**src/rtl/pipeline_hazard_ctrl.sv**
```systemverilog
// Hazard and forwarding controller for a 5-stage IF/ID/EX/MEM/WB pipeline.
// Drives forwarding selects, stall/flush/freeze controls and saturating perf counters.
module pipeline_hazard_ctrl #(
    parameter int unsigned REG_ADDR_W  = 5,
    parameter int unsigned MEM_LATENCY = 1,
    parameter int unsigned STALL_CNT_W = 32,
    parameter int unsigned FLUSH_CNT_W = 16
) (
    input  logic                   clock,
    input  logic                   reset,
    input  logic [REG_ADDR_W-1:0]  id_rs,
    input  logic [REG_ADDR_W-1:0]  id_rt,
    input  logic [REG_ADDR_W-1:0]  ex_rs,
    input  logic [REG_ADDR_W-1:0]  ex_rt,
    input  logic                   ex_mem_read,
    input  logic [REG_ADDR_W-1:0]  mem_write_reg,
    input  logic                   mem_reg_write,
    input  logic                   mem_access,
    input  logic                   branch_taken,
    input  logic [REG_ADDR_W-1:0]  wb_write_reg,
    input  logic                   wb_reg_write,
    output logic [1:0]             forward_a,
    output logic [1:0]             forward_b,
    output logic                   pc_write,
    output logic                   if_id_write,
    output logic                   id_ex_bubble,
    output logic                   if_id_flush,
    output logic                   id_ex_flush,
    output logic                   ex_mem_flush,
    output logic                   pipe_freeze,
    output logic                   mem_wb_bubble,
    output logic [STALL_CNT_W-1:0] stall_cycles,
    output logic [FLUSH_CNT_W-1:0] flush_count
);

    localparam int unsigned WAIT_W = 4;
    localparam logic [0:0] ST_RUN      = 1'b0;
    localparam logic [0:0] ST_MEM_WAIT = 1'b1;
    localparam bit MULTI_CYCLE = (MEM_LATENCY > 1);
    localparam logic [WAIT_W-1:0] WAIT_INIT =
        MULTI_CYCLE ? WAIT_W'(MEM_LATENCY - 2) : '0;

    logic [0:0]             state_q, state_d;
    logic [WAIT_W-1:0]      cnt_q, cnt_d;
    logic [STALL_CNT_W-1:0] stall_q, stall_d;
    logic [FLUSH_CNT_W-1:0] flush_q, flush_d;
    logic                   flush_evt;
    logic                   freeze_start;
    logic                   freeze_hold;
    logic                   load_use;

    // A new access only starts a freeze from RUN, so the release cycle ignores mem_access.
    assign freeze_start = (state_q == ST_RUN) && mem_access && MULTI_CYCLE;
    assign freeze_hold  = (state_q == ST_MEM_WAIT) && (cnt_q != '0);
    assign load_use     = ex_mem_read && (ex_rt != '0) &&
                          ((ex_rt == id_rs) || (ex_rt == id_rt));

    // EX/MEM result has priority over MEM/WB; register 0 is never forwarded.
    always_comb begin
        forward_a = 2'b00;
        forward_b = 2'b00;
        if (!reset) begin
            if (mem_reg_write && (mem_write_reg != '0) && (mem_write_reg == ex_rs)) begin
                forward_a = 2'b10;
            end else if (wb_reg_write && (wb_write_reg != '0) && (wb_write_reg == ex_rs)) begin
                forward_a = 2'b01;
            end
            if (mem_reg_write && (mem_write_reg != '0) && (mem_write_reg == ex_rt)) begin
                forward_b = 2'b10;
            end else if (wb_reg_write && (wb_write_reg != '0) && (wb_write_reg == ex_rt)) begin
                forward_b = 2'b01;
            end
        end
    end

    // Priority: freeze > branch flush > load-use > normal.
    always_comb begin
        state_d       = state_q;
        cnt_d         = cnt_q;
        pc_write      = 1'b0;
        if_id_write   = 1'b0;
        id_ex_bubble  = 1'b0;
        if_id_flush   = 1'b0;
        id_ex_flush   = 1'b0;
        ex_mem_flush  = 1'b0;
        pipe_freeze   = 1'b0;
        mem_wb_bubble = 1'b0;
        flush_evt     = 1'b0;
        if (reset) begin
            state_d = ST_RUN;
            cnt_d   = '0;
        end else if (freeze_start || freeze_hold) begin
            pipe_freeze   = 1'b1;
            mem_wb_bubble = 1'b1;
            if (freeze_start) begin
                state_d = ST_MEM_WAIT;
                cnt_d   = WAIT_INIT;
            end else begin
                cnt_d = cnt_q - WAIT_W'(1);
            end
        end else begin
            state_d = ST_RUN;
            if (branch_taken) begin
                if_id_flush  = 1'b1;
                id_ex_flush  = 1'b1;
                ex_mem_flush = 1'b1;
                pc_write     = 1'b1;
                if_id_write  = 1'b1;
                flush_evt    = 1'b1;
            end else if (load_use) begin
                id_ex_bubble = 1'b1;
            end else begin
                pc_write    = 1'b1;
                if_id_write = 1'b1;
            end
        end
    end

    // Saturating performance counters.
    always_comb begin
        stall_d = stall_q;
        flush_d = flush_q;
        if (!pc_write && (stall_q != '1)) begin
            stall_d = stall_q + STALL_CNT_W'(1);
        end
        if (flush_evt && (flush_q != '1)) begin
            flush_d = flush_q + FLUSH_CNT_W'(1);
        end
    end

    always_ff @(posedge clock) begin
        if (reset) begin
            state_q <= ST_RUN;
            cnt_q   <= '0;
            stall_q <= '0;
            flush_q <= '0;
        end else begin
            state_q <= state_d;
            cnt_q   <= cnt_d;
            stall_q <= stall_d;
            flush_q <= flush_d;
        end
    end

    assign stall_cycles = stall_q;
    assign flush_count  = flush_q;

endmodule

```
**config.mk**
```make
export PLATFORM = sky130hd
export DESIGN_NAME = pipeline_hazard_ctrl
export DESIGN_NICKNAME = d
export VERILOG_FILES = /design/src/rtl/pipeline_hazard_ctrl.sv
export SDC_FILE = /design/constraint.sdc
export NUM_CORES = 1
export LEC_CHECK = 0
export ABC_CLOCK_PERIOD_IN_PS = 5600
export CORE_MARGIN = 2
export CORE_UTILIZATION = 50
export DETAILED_ROUTE_END_ITERATION = 16
export PLACE_DENSITY_LB_ADDON = 0.25
export SETUP_SLACK_MARGIN = 0.15
export SYNTH_ARGS = -nofsm -noshare
export SYNTH_HDL_FRONTEND = slang
export SYNTH_SLANG_ARGS = --single-unit
```
**constraint.sdc**
```tcl
create_clock -name clock -period 5.6 [get_ports clock]
set_clock_uncertainty 0.15 [all_clocks]
set_input_delay 0.84 -clock clock [delete_from_list [all_inputs] [get_ports clock]]
set_output_delay 0.84 -clock clock [all_outputs]
set_load 0.02 [all_outputs]
```
; ---- After elaboration in Yosys (flattened, before gate mapping)
; Cells that the tools add are included.
[word_totals]
out_inout_bits = 60
regBits = 48
input_bits = 37
[classes]
reduce_logical = 15
mux = 14
addsub = 2
n_eq_ne = 8
[op_table]
columns = cell, n
row1 = 32-bit by 1-bit adder with 32-bit output (second input constant), 1
row2 = 32-bit inequality test (second input constant), 1
row3 = 5-bit == test, 6
row4 = 16-bit by 1-bit adder with 16-bit output (second input constant), 1
row5 = 16-bit inequality test (second input constant), 1
row6 = 5-bit nonzero test, 3
row7 = 1-bit logical AND, 10
row8 = 1-bit 2-to-1 mux, 10
row9 = 2-bit 2-to-1 mux, 4
row10 = 1-bit logical NOT, 1
row11 = 1-bit logical OR, 1

; ---- Depth between registers and ports, before layout
; Gate-level depths: netlist of the first run.
[depth]
depth_word = 8
depth_mapped = 9
ltp_nobuf = 6

; ---- Least setup slack after synthesis of the first run
; Ideal clock, no wire load.
[synth_path]
path_type = input port to output port
startpoint = input ex_rt[1]
endpoint = output pc_write
path_buffers = 4
setup_slack_ns = 2.053
t_arrival_ns = 2.557
path_stages = 8
t_required_ns = 4.610
path_cell_list = clkbuf_1 > or4_1 > nor2_1 > nor3b_2 > a21oi_2 > buf_2 > buf_2 > buf_4
[synth_via]
elab_chain_len = 6
word_cells_on_any_way = 9
[synth_lines]
columns = element, line
row1 = from (decl), 14  ; input logic [REG_ADDR_W-1:0] ex_rt,
row2 = 5-bit == test / 5-bit nonzero test (equally long branches), "56, 55"
row3 = 1-bit logical OR / 1-bit logical AND (equally long branches), "56, 55"
row4 = 1-bit logical AND *, 55  ; assign load_use = ex_mem_read && (ex_rt != '0) &&
row5 = 1-bit 2-to-1 mux * (3 in a row), --
row6 = to (decl), 24  ; output logic pc_write,
; Every way passes the cells marked *; elsewhere a longest branch is shown, timed or not.

; ---- Worst setup path in the final report of the first run
[layout_path]
startpoint = input mem_write_reg[1]
endpoint = output forward_a[0]
[layout_via]
elab_chain_len = 5
word_cells_on_any_way = 6
[layout_lines]
columns = element, line
row1 = from (decl), 16  ; input logic [REG_ADDR_W-1:0] mem_write_reg,
row2 = 5-bit nonzero test, 63  ; if (mem_reg_write && (mem_write_reg != '0) && (mem_write_reg == ex_rs)) begin
row3 = 1-bit logical AND, 63
row4 = 1-bit logical AND *, 63
row5 = 2-bit 2-to-1 mux *, 63
row6 = 2-bit 2-to-1 mux *, 62  ; if (!reset) begin
row7 = to (decl), 22  ; output logic [1:0] forward_a,
; Marked as above.

==> impl_metrics.env, run 1 <==
export IMPL_status="finished, final reports clean"
export IMPL_avgSynthCellArea_um2=8.016
export IMPL_drc=0
export IMPL_critPathMaxFanout=4
export IMPL_clkTransAtPathRegs_ns=0.08
export IMPL_min_path_type="reg2reg"
export IMPL_worstPathRequired_ns=4.61
export IMPL_cap_violations=0
export IMPL_port_buffers=93
export IMPL_worst_ep_arrival_time_ns=3.29
export IMPL_final_common_cell="clkdlybuf4s50_1"
export IMPL_num_vias=2990
export IMPL_finalSetupViolations=0
export IMPL_place_gp_congestion=0.8373
export IMPL_die_x_um=80.39
export IMPL_cts_htree_levels=2
export IMPL_antenna_found_initial=0
export IMPL_final_nets=481
export IMPL_die_h_um=80.39
export IMPL_holdBufCountCts=0
export IMPL_wirelength_um=7284
export IMPL_grt_util_all_layers_pct=23.42
export IMPL_pwr_share_seq_pct=54.8
export IMPL_cts_tree="built"
export IMPL_fmax_mhz=233.5
export IMPL_numCtsBuffers=5
export IMPL_final_util_pct=69.83
export IMPL_cts_buffer_depth=2
export IMPL_synth_area_um2=2918
export IMPL_ys_types=46
export IMPL_yosysTopAreaCell="dfxtp_1"
export IMPL_first_pass_iters=4
export IMPL_ctsResizeCount=0
export IMPL_pwr_share_comb_pct=14.5
export IMPL_p_switching_w=0.0001549
export IMPL_grt_pass1_vias=2799
export IMPL_std_cell_rows=27
export IMPL_setup_worst_path_start="mem_write_reg[1]"
export IMPL_dieArea_um2=6463
export IMPL_path_class="in2out"
export IMPL_synth_top_flop_cell="dfxtp_1"
export IMPL_ir_drop_mv=0.09606
export IMPL_grt_max_degree=56
export IMPL_timing_hold_ws_ns=0.3598
export IMPL_tightest_slew_ns=0.8486
export IMPL_ys_ff_latch=48
export IMPL_clockRootBuffer="clkbuf_8"
export IMPL_end_kind="output port"
export IMPL_p_per_area_nw_per_um2=161.4
export IMPL_antennaDiodeCount=0
export IMPL_grt_pass1_wl_um=12400
export IMPL_start_util_pct=52.35
export IMPL_layout_common_cells="92 x clkdlybuf4s50_1, 48 x dfxtp_1, 31 x a21oi_1"
export IMPL_synth_seq_area_share_pct=32.93
export IMPL_hold_viol_final=0
export IMPL_hold_start="stall_cycles[23]$_SDFFE_PP0P_"
export IMPL_internal_power_w=0.0004736
export IMPL_hpwl_um=5428
export IMPL_syn2layout_area_growth_pct=33.40
export IMPL_via_per_inst=5.817
export IMPL_core_um2=5574
export IMPL_layout_drive_gt1_share_pct=4.072
export IMPL_clk_latency_ns=0.29
export IMPL_fin_crit_sh_pct=76.48
export IMPL_cts_sinks=48
export IMPL_start_kind="primary input"
export IMPL_synth_warnings=0
export IMPL_r2r_start="stall_cycles[18]$_SDFFE_PP0P_"
export IMPL_synth_edf_count=0
export IMPL_synthCells=364
export IMPL_netlist_area_leader_share_pct=32.93
export IMPL_p_clk_share_pct=30.7
export IMPL_maxSlewViolCount=0
export IMPL_maxSlewHeadroom_pct=43.22
export IMPL_sw_frac_of_total_pct=24.64
export IMPL_fin_setup_tns_ns=0
export IMPL_drt_iter0_markers=220
export IMPL_p_leak_nw=1.203
export IMPL_grt_overflow_total=0
export IMPL_async_flop_share_pct=0
export IMPL_synthTopCellsByArea="dfxtp_1 33%, xnor2_1 7.8%, a21oi_1 5.3%"
export IMPL_rsz0062_at_grt="false"
export IMPL_io_pins=97
export IMPL_ant_nets=0
export IMPL_fin_crit_ns=4.283
export IMPL_postCtsSetupRepairBufs=0
export IMPL_wl_per_cell_um=14.17
[state kept, by name, indices dropped and copies added, names as in the netlist]
name and cells:
stall_cycles 32, flush_count 16
[cell type report]
| type | count | area (um^2) |
|---|---|---|
| tap | 72 | 90.09 |
| clock inverter | 1 | 5.005 |
| multi-input combinational | 289 | 1812 |
| sequential | 48 | 960.9 |
| timing repair buffer | 95 | 940.9 |
| fill | 477 | 1682 |
| inverter | 3 | 11.26 |
| clock buffer | 6 | 72.57 |
[power groups by stage]
| stage | Combinational [W] | Clock (W) | Sequential, W |
|---|---|---|---|
| 2_1_floorplan | 0.0000504 | 0 | 0.000354 |
| 3_3_place_gp | 0.0000895 | 0 | 0.000353 |
| 3_5_place_dp | 0.0000914 | 0 | 0.000352 |
| 4_1_cts | 0.0000917 | 0.000197 | 0.000344 |
| 5_1_grt | 0.0000995 | 0.000207 | 0.000345 |
| 6_report | 0.0000913 | 0.000193 | 0.000344 |
[per-layer routing]
| metal | GRT usage (%) | up-vias | share of wire (%) |
|---|---|---|---|
| li1 | - | 1494 | - |
| met1 | 29.35 | 1391 | 43 |
| met2 | 40.92 | 103 | 50 |
| met3 | 5.730 | 2 | 7.0 |
| met4 | 4.407 | 0 | 0.37 |
| met5 | 0 | - | 0 |
[synthesized netlist by cell type (2+ instances only)]
cell      instances
dfxtp_1          48
a21oi_1          31
nand2_1          26
xnor2_1          26
nor2_1           25
nand4_1          21
nand3_1          20
or3_1            19
xor2_1           15
clkbuf_1         13
o21ai_0          13
or4_1            13
o21ai_1          10
nor3_1            9
o31ai_1           8
nor4_1            7
and4_1            6
and3_1            5
buf_2             5
buf_4             5
nor2b_1           4
inv_1             3
mux2i_1           3
o41ai_1           3
and2_1            2
ha_1              2
or2_2             2
or4b_1            2
[worst paths after layout]
check,slack [ns],cells past startpoint,end
worst min-delay path,0.36,2,stall_cycles[23]$_SDFFE_PP0P_
worst max register to register,2.76,5,stall_cycles[9]$_SDFFE_PP0P_
worst max-delay path,1.32,6,forward_a[0]
worst min register to register,0.36,2,stall_cycles[23]$_SDFFE_PP0P_
[cell families (layout without fill, tap and decap cells)]
kind of cell,count (synthesis),after routing,share of synthesized area (%)
flops,48,48,32.93
other cells,1,2,0.1285
simple gates,168,168,32.98
mux,4,4,1.415
xor+xnor,41,41,12.31
fa+ha+maj,2,2,0.8575
compound gates,72,72,14.28
buf+inv,28,105,5.103
[worst max-delay path, cell delays in order]
cell	delay [ns]
clkdlybuf4s50_1	0.48
or4_1	0.55
o21ai_0	0.36
nor3_1	0.11
nor4_1	0.30
clkdlybuf4s50_1	0.65
[stage by stage]
stage	setup slack [ns]	total power [W]	instance area, um^2	std cells
2_1_floorplan	2.053	0.0004040	2922	365
3_3_place_gp	1.323	0.0004420	3815	507
3_5_place_dp	1.343	0.0004439	3815	507
4_1_cts	1.322	0.0006333	3892	514
5_1_grt	1.120	0.0006514	3892	514
6_report	1.317	0.0006284	3892	514
Note: power is estimated with default switching activity, not from simulation.
==> inputs of run 2 (changes only) <==
ABC_CLOCK_PERIOD_IN_PS = 4300   (was 5600)
CORE_UTILIZATION = 46   (was 50)
clock period = 4.3 ns   (was 5.6 ns; I/O delays follow)
==> run 2 against run 1 <==
Effect of this change:
- cell area increased by 0.55%
- sequential power increased by 31%
- hold slack got worse by 0.0046 ns
- routed wire length increased by 2.8%
- utilization decreased by 7.1 points
- final cell count increased by 1.4%
- combinational power increased by 33%
- critical path depth unchanged
- largest power group unchanged
==> impl_metrics.env, run 2 (synthesis results as in run 1) <==
export IMPL_drc=0
export IMPL_worst_ep_arrival_time_ns=3.09
export IMPL_fin_setup_tns_ns=0
export IMPL_cp_num_buf_inv=2
export IMPL_antenna_found_initial=0
export IMPL_tightest_slew_ns=0.5906
export IMPL_final_nets=483
export IMPL_die_x_um=83.65
export IMPL_clockRootBuffer="clkbuf_8"
export IMPL_postCtsSetupRepairBufs=0
export IMPL_final_common_cell="clkdlybuf4s50_1"
export IMPL_ff2ff_path_depth=6
export IMPL_slowest_stage="clkdlybuf4s50_1"
export IMPL_cts_tree="built"
export IMPL_hold_viol_final=0
export IMPL_cp_depth=6
export IMPL_crit_chain="clkdlybuf4s50_1 > or4_1 > o21ai_0 > nor3_1 > nor4_1 > clkdlybuf4s50_1"
export IMPL_path_class="in2out"
export IMPL_grt_max_degree=56
export IMPL_place_inst=514
export IMPL_cts_htree_levels=2
export IMPL_dieArea_um2=6996
export IMPL_grt_pass1_wl_um=12460
export IMPL_finalSetupViolations=0
export IMPL_clk_latency_ns=0.30
export IMPL_rsz0062_at_grt="false"
export IMPL_p_per_area_nw_per_um2=210.9
export IMPL_grt_util_all_layers_pct=21.06
export IMPL_grt_overflow_total=0
export IMPL_largest_reg_flops=32
export IMPL_min_path_cells=2
export IMPL_min_path_type="reg2reg"
export IMPL_cp_top_family="buffers and inverters"
export IMPL_hpwl_um=5519
export IMPL_via_per_inst=5.743
export IMPL_ctsResizeCount=0
export IMPL_std_cell_rows=29
export IMPL_fin_crit_ns=3.889
export IMPL_maxSlewViolCount=0
export IMPL_stdcell_count=521
export IMPL_maxSlewHeadroom_pct=60.11
export IMPL_antennaDiodeCount=0
export IMPL_wl_per_cell_um=14.37
export IMPL_layout_common_cells="92 x clkdlybuf4s50_1, 48 x dfxtp_1, 31 x a21oi_1"
export IMPL_numCtsBuffers=5
export IMPL_num_vias=2992
export IMPL_critPathMostFrequentCell="clkdlybuf4s50_1"
export IMPL_core_um2=6241
export IMPL_port_buffers=93
export IMPL_ant_nets=0
export IMPL_critPathMaxStageDelay_ns=0.66
export IMPL_end_kind="output port"
export IMPL_critPathMaxFanout=4
export IMPL_total_power_w=0.0008255
export IMPL_clkTransAtPathRegs_ns=0.09
export IMPL_drt_iter0_markers=136
export IMPL_status="finished, final reports clean"
export IMPL_fmax_mhz=257.2
export IMPL_cts_buffer_depth=2
export IMPL_cts_sinks=48
export IMPL_first_pass_iters=4
export IMPL_fin_crit_sh_pct=90.43
export IMPL_final_util_pct=62.71
export IMPL_io_pins=97
export IMPL_place_gp_congestion=0.8173
export IMPL_start_util_pct=46.75
export IMPL_cap_violations=0
export IMPL_layout_drive_gt1_share_pct=4.505
export IMPL_worstPathRequired_ns=3.50
export IMPL_wirelength_um=7486
export IMPL_start_kind="primary input"
export IMPL_ir_drop_mv=0.1682
export IMPL_grt_pass1_vias=2815
export IMPL_syn2layout_area_growth_pct=34.13
export IMPL_timing_hold_ws_ns=0.3552
export IMPL_die_h_um=83.65
export IMPL_holdBufCountCts=0
export IMPL_p_leak_nw=1.214
==> run 2: cell count changes in the layout (fill, tap and decap cells not counted), sizes merged <==
cell / previous run / this run
buf: 3 / 5
==> run 2: where the power goes <==
group | leakage [nW] | internal (W) | switching, W
logic | 0.786 | 0.0000610 | 0.0000599
clock network | 0.0410 | 0.000111 | 0.000145
registers | 0.387 | 0.000446 | 0.00000288
total | 1.21 | 0.000618 | 0.000208
==> run 2: path summary, 6_finish.rpt <==
path	start	to	slack [ns]
max	mem_write_reg[1]	forward_a[0]	0.41
min	stall_cycles[17]$_SDFFE_PP0P_	stall_cycles[17]$_SDFFE_PP0P_	0.36
max reg2reg	stall_cycles[18]$_SDFFE_PP0P_	stall_cycles[0]$_SDFFE_PP0P_	1.46
min reg2reg	stall_cycles[17]$_SDFFE_PP0P_	stall_cycles[17]$_SDFFE_PP0P_	0.36
==> run 2: layout make-up <==
type                       instances  area (um^2)
sequential                        48        960.9
multi-input combinational        289         1812
tap                               77        96.34
timing repair buffer              97        955.9
clock buffer                       6        72.57
clock inverter                     1        5.005
inverter                           3        11.26
fill                             593         2327
==> run 2: worst min-delay path: cells and delay by family (launching register included) <==
| kind | cells | cell delay, ns |
|---|---|---|
| compound gates | 2 | 0.13 |
| flops | 1 | 0.33 |
==> run 2: routing by layer <==
metal  share of wire (%)  vias to the layer above  GRT usage, %
met5                   0                        -             0
met4                0.76                        0         4.399
met3                 6.1                        5         5.045
met1                  44                     1407         25.37
li1                    -                     1498             -
met2                  49                       82         38.04
==> run 2: through the flow <==
step                cell area, um^2  worst slack [ns]
detailed placement             3836            0.4617
floorplan                      2922             1.143
CTS                            3914            0.4296
global placement               3836            0.4576
finish                         3914            0.4114
global route                   3914            0.3017
